--- src/rtl/codeword_packer_pkg.sv ---
// Shared stage-1 package: encoded-type enum, codeword length
// constants and the packer FSM state type.
package codeword_packer_pkg;

    localparam int CW_LEN_2   = 2;
    localparam int CW_LEN_6   = 6;
    localparam int CW_LEN_12  = 12;
    localparam int CW_LEN_16  = 16;
    localparam int CW_LEN_24  = 24;
    localparam int CW_LEN_34  = 34;
    localparam int CW_MAX_LEN = CW_LEN_34;

    typedef enum logic [2:0] {
        ENC_NONE = 3'd0,
        ENC_L2   = 3'd1,
        ENC_L6   = 3'd2,
        ENC_L12  = 3'd3,
        ENC_L16  = 3'd4,
        ENC_L24  = 3'd5,
        ENC_L34  = 3'd6
    } enc_type_t;

    typedef enum logic [1:0] {
        ST_RUN   = 2'd0,
        ST_FLUSH = 2'd1,
        ST_DONE  = 2'd2
    } pack_state_t;

    function automatic logic [5:0] enc_len(enc_type_t t);
        logic [5:0] l;
        l = 6'd0;
        case (t)
            ENC_L2:  l = 6'(CW_LEN_2);
            ENC_L6:  l = 6'(CW_LEN_6);
            ENC_L12: l = 6'(CW_LEN_12);
            ENC_L16: l = 6'(CW_LEN_16);
            ENC_L24: l = 6'(CW_LEN_24);
            ENC_L34: l = 6'(CW_LEN_34);
            default: l = 6'd0;
        endcase
        return l;
    endfunction

endpackage

--- src/rtl/codeword_align.sv ---
// Masks a right-aligned codeword and barrel-shifts it so its MSB
// lands just below the current fill of an MSB-justified accumulator.
module codeword_align
    import codeword_packer_pkg::*;
#(
    parameter int MAX_LEN = CW_MAX_LEN,
    parameter int BUF_W   = 66,
    parameter int FILL_W  = 7
) (
    input  logic [MAX_LEN-1:0] code,
    input  logic [5:0]         length,
    input  logic [FILL_W-1:0]  fill,
    output logic [BUF_W-1:0]   aligned
);

    logic [MAX_LEN-1:0] masked;
    logic [7:0]         shamt;

    // Drop bits at/above length, then shift up by BUF_W-fill-length.
    always_comb begin
        masked  = code & ~({MAX_LEN{1'b1}} << length);
        shamt   = 8'(BUF_W) - 8'(fill) - 8'(length);
        aligned = {{(BUF_W-MAX_LEN){1'b0}}, masked} << shamt;
    end

endmodule

--- src/rtl/codeword_packer.sv ---
// Packs variable-length codewords MSB-first into fixed-width words,
// with an explicit flush that emits a zero-padded final word.
module codeword_packer
    import codeword_packer_pkg::*;
#(
    parameter int OUT_W   = 32,
    parameter int MAX_LEN = CW_MAX_LEN
) (
    input  logic               i_clk,
    input  logic               i_rst_n,
    input  logic               i_valid,
    output logic               o_ready,
    input  logic [MAX_LEN-1:0] i_code,
    input  logic [5:0]         i_length,
    input  logic               i_flush,
    output logic [OUT_W-1:0]   o_word,
    output logic               o_word_valid,
    input  logic               i_word_ready,
    output logic [5:0]         o_word_bits,
    output logic               o_last,
    output logic               o_flush_done,
    output logic               o_err,
    output logic [31:0]        o_total_bits
);

    localparam int BUF_W  = OUT_W + MAX_LEN;
    localparam int FILL_W = $clog2(BUF_W + 1);
    localparam logic [FILL_W-1:0] FILL_OUT = FILL_W'(OUT_W);

    pack_state_t       state;
    pack_state_t       state_n;
    logic [BUF_W-1:0]  acc;
    logic [BUF_W-1:0]  aligned;
    logic [FILL_W-1:0] fill;
    logic              out_free;
    logic              accept;
    logic              len_ok;
    logic              emit_full;
    logic              emit_part;

    codeword_align #(
        .MAX_LEN (MAX_LEN),
        .BUF_W   (BUF_W),
        .FILL_W  (FILL_W)
    ) u_align (
        .code    (i_code),
        .length  (i_length),
        .fill    (fill),
        .aligned (aligned)
    );

    // Handshake and emit qualifiers, all from registered fill/state.
    always_comb begin
        out_free  = !o_word_valid || i_word_ready;
        accept    = i_valid && o_ready;
        len_ok    = (i_length != 6'd0) && (int'(i_length) <= MAX_LEN);
        emit_full = (fill >= FILL_OUT) && out_free;
        emit_part = (state == ST_FLUSH) && (fill != '0)
                 && (fill < FILL_OUT) && out_free;
    end

    // FSM state register.
    always_ff @(posedge i_clk or negedge i_rst_n) begin
        if (!i_rst_n) state <= ST_RUN;
        else          state <= state_n;
    end

    // FSM next state: leave FLUSH once the last bits are out.
    always_comb begin
        state_n = state;
        unique case (state)
            ST_RUN:   if (i_flush) state_n = ST_FLUSH;
            ST_FLUSH: if ((fill == '0) || emit_part
                          || (emit_full && (fill == FILL_OUT)))
                          state_n = ST_DONE;
            ST_DONE:  state_n = ST_RUN;
            default:  state_n = ST_RUN;
        endcase
    end

    // FSM outputs.
    always_comb begin
        o_ready      = (state == ST_RUN) && (fill < FILL_OUT);
        o_flush_done = (state == ST_DONE);
    end

    // Accumulator: append legal codewords, shift out emitted words.
    always_ff @(posedge i_clk or negedge i_rst_n) begin
        if (!i_rst_n) begin
            acc  <= '0;
            fill <= '0;
        end else if (accept && len_ok) begin
            acc  <= acc | aligned;
            fill <= fill + FILL_W'(i_length);
        end else if (emit_full) begin
            acc  <= acc << OUT_W;
            fill <= fill - FILL_OUT;
        end else if (emit_part) begin
            acc  <= '0;
            fill <= '0;
        end
    end

    // Output word register, held until the consumer takes it.
    always_ff @(posedge i_clk or negedge i_rst_n) begin
        if (!i_rst_n) begin
            o_word       <= '0;
            o_word_valid <= 1'b0;
            o_word_bits  <= '0;
            o_last       <= 1'b0;
        end else if (emit_full) begin
            o_word       <= acc[BUF_W-1 -: OUT_W];
            o_word_valid <= 1'b1;
            o_word_bits  <= 6'(OUT_W);
            o_last       <= (state == ST_FLUSH) && (fill == FILL_OUT);
        end else if (emit_part) begin
            o_word       <= acc[BUF_W-1 -: OUT_W];
            o_word_valid <= 1'b1;
            o_word_bits  <= fill[5:0];
            o_last       <= 1'b1;
        end else if (i_word_ready) begin
            o_word_valid <= 1'b0;
        end
    end

    // Sticky illegal-length flag and accepted-bit counter.
    always_ff @(posedge i_clk or negedge i_rst_n) begin
        if (!i_rst_n) begin
            o_err        <= 1'b0;
            o_total_bits <= '0;
        end else begin
            if (accept && !len_ok)
                o_err <= 1'b1;
            if (state == ST_DONE)
                o_total_bits <= '0;
            else if (accept && len_ok)
                o_total_bits <= o_total_bits + 32'(i_length);
        end
    end

endmodule
--- config.mk ---
export PLATFORM = sky130hd
export DESIGN_NAME = codeword_packer
export DESIGN_NICKNAME = d
export VERILOG_FILES = /design/src/rtl/codeword_packer_pkg.sv /design/src/rtl/codeword_align.sv /design/src/rtl/codeword_packer.sv
export SDC_FILE = /design/constraint.sdc
export NUM_CORES = 1
export LEC_CHECK = 0
export ABC_CLOCK_PERIOD_IN_PS = 4210
export CAP_MARGIN = 15
export CORE_MARGIN = 2
export CORE_UTILIZATION = 40
export CTS_CLUSTER_SIZE = 16
export DETAILED_ROUTE_END_ITERATION = 10
export PLACE_DENSITY = 0.62
export RECOVER_POWER = 100
export SYNTH_ARGS = -nofsm -noshare
export SYNTH_HDL_FRONTEND = slang
export SYNTH_HIERARCHICAL = 1
export SYNTH_SLANG_ARGS = --single-unit
export TNS_END_PERCENT = 20
--- constraint.sdc ---
create_clock -name i_clk -period 4.21 [get_ports i_clk]
set_input_delay 0.842 -clock i_clk [delete_from_list [all_inputs] [get_ports i_clk]]
set_output_delay 0.842 -clock i_clk [all_outputs]
set_load 0.02 [all_outputs]
Word-level counts from Yosys, hierarchy flattened
Index checks and enable logic that the tools add are counted.
{"block": "classes", "addsub": 5, "order_cmp": 3, "n_eq_ne": 5, "shift": 2, "muxes": 20, "bitwise": 3, "reduce_logical": 25}
{"operator": "$mux W66", "count": 3}
{"operator": "$mux W32", "count": 4}
{"operator": "$or A66 B66 Y66", "count": 1}
{"operator": "$shl A34 B8 Y66", "count": 1}
{"operator": "$and A34 B34 Y34", "count": 1}
{"operator": "$not A34 Y34", "count": 1}
{"operator": "$shl A34 B6 Y34 const A", "count": 1}
{"operator": "$add A32 B6 Y32", "count": 1}
{"operator": "$mux W7", "count": 3}
{"operator": "$mux W6", "count": 2}
{"operator": "$logic_and A1 B1 Y1", "count": 11}
{"operator": "$sub A7 B7 Y8 const A", "count": 1}
{"operator": "$sub A8 B6 Y8", "count": 1}
{"operator": "$add A7 B6 Y7", "count": 1}
{"operator": "$eq A7 B6 Y1 const B", "count": 1}
{"operator": "$ge A7 B6 Y1 const B", "count": 1}
{"operator": "$logic_not A7 Y1", "count": 1}
{"operator": "$lt A7 B6 Y1 const B", "count": 1}
{"operator": "$reduce_bool A7 Y1", "count": 1}
{"operator": "$sub A7 B6 Y7 const B", "count": 1}
{"operator": "$le A6 B6 Y1 const B", "count": 1}
{"operator": "$reduce_bool A3 Y1", "count": 2}
{"operator": "$reduce_bool A6 Y1", "count": 1}
{"operator": "$mux W1", "count": 5}
{"operator": "10 further kinds", "count": 16}
{"block": "totals", "regBits": 148, "input_bits": 45, "out_inout_bits": 75, "elab_cells": 72}

Logic depth before layout (Yosys ltp)
{"block": "logic_depth", "depth_word": 8, "ltp_mapped": 18, "ltp_nobuf": 14}

By module
Netlist, hierarchy kept.
{"mod": "codeword_packer", "instances": 1, "cells_each": 610, "area_each_um2": 6762.7, "seq_area_each_um2": 3703.6}
{"mod": "codeword_align", "instances": 1, "cells_each": 674, "area_each_um2": 4314.1, "seq_area_each_um2": 0.0}

Least setup slack after synthesis
OpenSTA, ideal clock, no wires.
{"block": "synth_path", "kind": "input to register", "startpoint": "input i_length[1]", "endpoint": "register acc[41]", "setup_ns": 0.127, "t_arrival_ns": 4.053, "required_ns": 4.083, "path_slack_ns": 0.030, "cell_stages": 16, "n_path_buf": 4, "path_cell_list": "buf_2 -> buf_4 -> inv_2 -> ha_1 -> ha_1 -> inv_1 -> fa_1 -> inv_1 -> buf_1 -> clkbuf_1 -> a21oi_1 -> a221oi_2 -> nor2_1 -> a311o_1 -> nor3_1 -> nor2_1"}
{"block": "synth_between", "elab_chain_cells": 6, "elab_cells_between_ends": 12, "classes_between": "add/sub: 1; order compare: 1; shift: 2; mux: 1; bitwise: 3; reduce/logical: 4"}
{"item": "from (decl)", "line_no": "codeword_packer.sv:14", "text": "input logic [5:0] i_length,"}
{"item": "$shl A34 B6 Y34", "line_no": "codeword_align.sv:21", "text": "masked = code & ~({MAX_LEN{1'b1}} << length);"}
{"item": "$not A34 Y34", "line_no": "codeword_align.sv:21"}
{"item": "$and A34 B34 Y34", "line_no": "codeword_align.sv:21"}
{"item": "$shl A34 B8 Y66 *", "line_no": "codeword_align.sv:23", "text": "aligned = {{(BUF_W-MAX_LEN){1'b0}}, masked} << shamt;"}
{"item": "named net aligned[41]", "line_no": "codeword_packer.sv:33", "text": "logic [BUF_W-1:0] aligned;"}
{"item": "$or A66 B66 Y66 *", "line_no": "codeword_packer.sv:93", "text": "acc <= acc | aligned;"}
{"item": "$mux W66 *", "line_no": "codeword_packer.sv:92", "text": "end else if (accept && len_ok) begin"}
{"item": "to (signal assigned)", "line_no": "codeword_packer.sv:93"}
{"item": "to (signal assigned)", "line_no": "codeword_packer.sv:96", "text": "acc <= acc << OUT_W;"}
{"item": "to (decl)", "line_no": "codeword_packer.sv:32", "text": "logic [BUF_W-1:0] acc;"}
Mark *: on every way through the listed nets, which the timed path passes. The rest lies on a longest branch.
A chain may end at the register's enable or synchronous reset.

Worst setup path after layout
{"block": "layout_path", "startpoint": "input i_length[1]", "endpoint": "register acc[36]"}
The elaborated chain is that of the path after synthesis.

==> impl_metrics.csv <==
group,metric,value,unit
cts,cts_setup_buffers,0,
die,fp.dieW,170.4,microns
synthesis,yosys_most_used_dff,"dfrtp_1",
sta,final.min_clock_period,4.167,ns
setup_path,cp_slowest_cell,"fa_2",
finish,n_antenna_cell,0,
die,start_util,40.87,%
setup_path,crit_start,"i_length[1]",
sta,rsz0062_at_grt,"yes",
synthesis,syn_nets,1357,
die,die_area,0.02904,sq mm
synthesis,yosysTopAreaCell,"dfrtp_1",
synthesis,synth_top_area_share,33.43,%
setup_path,crit_path_max_fanout,9,
status,violations,"max-capacitance violations, max-slew violations",
synthesis,avgSynthCellArea,8.627,sq um
worst_hold_path,hold_path_class,"reg2reg",
synthesis,synth.area.top_cells,"dfrtp_1 33%, nor2_1 4.7%, mux2_2 4.0%, a21oi_1 3.3%, nand2_1 3.1%",
sta,slew_violations,87,
finish,drive_gt1_share,21.09,%
grt,grt_usage,28.98,%
status,outcome,"finished with violations",
finish,area_growth,32.07,%
cts,cts_buffers,17,
finish,nFillCells,2574,
finish,multiInputGateArea,0.006819,sq mm
synthesis,synth-seq-cells,148,
sta,setup_violations,0,
synthesis,seq_area_frac_synth,33.43,%
routing,drc,0,
routing,vias,11730,
grt,grt-ovfl-total,0,
cts,root_buffer,"clkbuf_16",
die,fp.dieH,170.4,microns
synthesis,synth_edf_count,0,
setup_path,crit_path_end_kind,"flip-flop",
setup_path,cp_slowest_stage_delay,0.59,ns
sta,finalClockSkew,0.01222,ns
worst_hold_path,hp-start,"o_total_bits[31]",
finish,nNetsFinal,1606,
synthesis,postSynthCellCount,1284,
sta,final_hold_viol_count,0,
sta,worstMarginPinSlew,2.116,ns
routing,via_per_inst,6.114,
cts,clk_pin_slew,0.07,ns
setup_path,path_cells,"clkdlybuf4s50_1 -> inv_2 -> ha_1 -> ha_1 -> inv_1 -> fa_2 -> inv_1 -> buf_12 -> a2111oi_2 -> buf_4 -> nor3_2 -> o22ai_1 -> buf_4 -> nand3_1 -> a221oi_1 -> nor3_1 -> nor2_1",
setup_path,r2r-start,"fill[1]",
synthesis,synth_cell_types,91,
sta,timing.fmax,240.0,MHz
pwr,powerDensity,1045,mW/mm^2
synthesis,synth-warning-count,6,
placement,portBuffers,119,
setup_path,cp.depth,17,
cts,clock-sinks,148,
cts,cts_tree,"built",
die,design.core.area,0.02710,sq mm
sta,finalCritPeriodShare,98.98,%
setup_path,path_class,"in2reg",
routing,drt-pass1-iter-count,5,
die,rows,60,
setup_path,crit_path_start_kind,"input port",
grt,grt_pass1_wl,65.67,mm
placement,place_congestion,1.005,
placement,detailed_place_hpwl,31.23,mm
grt,antenna_found_initial,0,
cts,h-tree-depth,4,
setup_path,cp.arrival,4.52,ns
sta,holdWs,0.4771,ns
die,ios,120,
routing,routed_wl,41.72,mm
pwr,leakage,6.402,nW
pwr,vdd_ir_drop_max,0.5146,mV
cts,holdBufCountCts,0,
finish,regArea,0.003704,sq mm
sta,slew_headroom,-41.07,%
worst_hold_path,worstHoldPathCells,1,
routing,drt_iter0_drc,1222,
pwr,power.total,15.29,mW
routing,ant_nets,0,
cts,clk_path_buf_depth,2,
grt,grt_pass1_vias,11510,
synthesis,synth_async_sr_flop_share,100.0,%
routing,post_drt_wl_per_cell,21.75,microns
setup_path,cp_num_buf_inv,7,
setup_path,rr_worst_depth,16,
synthesis,syn_area,0.01108,sq mm
run,cap_violations,1,
setup_path,cp_top_family,"buffers and inverters",
setup_path,critPathRequiredTime,4.56,ns
grt,grt_max_degree,87,
cts,clk-insertion-delay-late,0.42,ns
-- routing by layer --
| metal | track usage, % | share of wire, % | vias to the layer above |
|---|---|---|---|
| met5 | 0 | 0 | - |
| met4 | 10.41 | 3.4 | 0 |
| met3 | 5.186 | 7.5 | 83 |
| met2 | 43.94 | 44 | 549 |
| met1 | 41.31 | 45 | 5647 |
| li1 | - | - | 5448 |
-- flip-flops by register name, indices dropped and copies added, names as in the netlist --
signal / flops
acc: 66
fill: 7
o_err: 1
o_last: 1
o_total_bits: 32
o_word: 32
o_word_bits: 6
o_word_valid: 1
state: 2
-- layout make-up --
class                           count  area share [%]
Clock inverter                     14           1.120
Sequential cell                   148           25.32
Multi-Input combinational cell    994           46.61
Timing Repair Buffer              328           19.64
Clock buffer                       18           3.002
Inverter                           44           1.129
Tap cell                          372           3.182
-- power breakdown --
part	leakage, nW	internal [mW]	switching (mW)	total (mW)
logic	4.09	5.04	6.62	11.7
registers	2.02	1.75	0.292	2.04
clock network	0.293	0.910	0.683	1.59
total	6.40	7.70	7.59	15.3
-- layout by cell type (no fill, tap or decap), drive strengths merged, types with 39 or more instances in the layout --
| master | synthesis | routed |
|---|---|---|
| buf | 50 | 194 |
| dfrtp | 148 | 148 |
| nor2 | 138 | 138 |
| nand2 | 91 | 91 |
| dlygate4sd3 | 0 | 75 |
| a21oi | 73 | 73 |
| nor3 | 64 | 64 |
| o21ai | 62 | 62 |
| inv | 43 | 51 |
| nand3 | 43 | 43 |
| clkdlybuf4s50 | 0 | 42 |
| a221oi | 40 | 40 |
| mux2 | 39 | 39 |
-- repair_timing --
| item | 4_1_cts | 5_1_grt |
|---|---|---|
| hold endpoints to repair | 0 | 0 |
| resized for setup | 0 | 20 |
| endpoints found under the setup margin | 0 | 35 |
-- kinds of logic after synthesis --
| kind of cell | synth area share, % |
|---|---|
| xor+xnor | 1.175 |
| compound gates | 29.10 |
| buf+inv | 5.648 |
| mux | 7.794 |
| simple gates | 19.48 |
| flops | 33.43 |
| fa+ha+maj | 3.366 |
-- stage by stage --
step / instances / cell area [sq um] / utilization, % / setup WS (ns) / TNS [ns]
after CTS: 1918 / 14660 / 54.09 / 0.04610 / 0
after global placement: 1886 / 14060 / 51.87 / -0.3960 / -13.10
after floorplan: 1284 / 11080 / - / 0.02995 / 0
after global routing: 1918 / 14630 / 53.98 / -0.03294 / -0.1706
after detailed placement: 1886 / 14060 / 51.87 / -0.3936 / -13.66
final: 1918 / 14630 / 53.98 / 0.04296 / 0
-- cell usage after synthesis, types with 16 or more instances --
cell type and number:
ha_1 25, nor2_1 138, o22ai_1 23, a221oi_1 37, o211ai_1 16, mux2_2 39
dfrtp_1 148, nand3_1 43, a211oi_1 30, buf_2 35, clkbuf_1 48, or4_1 17
o21ai_0 47, a21oi_1 73, nand2_1 91, o31ai_1 18, mux2i_1 32, inv_1 39
a22o_1 34, nor3_1 60
-- worst reg2reg max path: cells and delay by family, from the launching register on --
kind                     cells  cell delay (ns)
AND/OR/NAND/NOR              4             0.31
adder cells (fa/ha/maj)      3             1.03
AO/OA/AOI/OAI                3             1.10
flip-flops                   1             0.45
buffers and inverters        6             0.78
-- path summary, 6_finish.rpt --
kind	slack, ns	endpoint
setup reg to reg	0.48	acc[36]
setup / recovery	0.04	acc[36]
min in group asynchronous	1.01	acc[51]
hold / removal	0.48	o_total_bits[31]
hold reg to reg	0.48	o_total_bits[31]
max in group asynchronous	0.76	o_total_bits[1]
No activity file was read; power rests on OpenSTA's default activity.
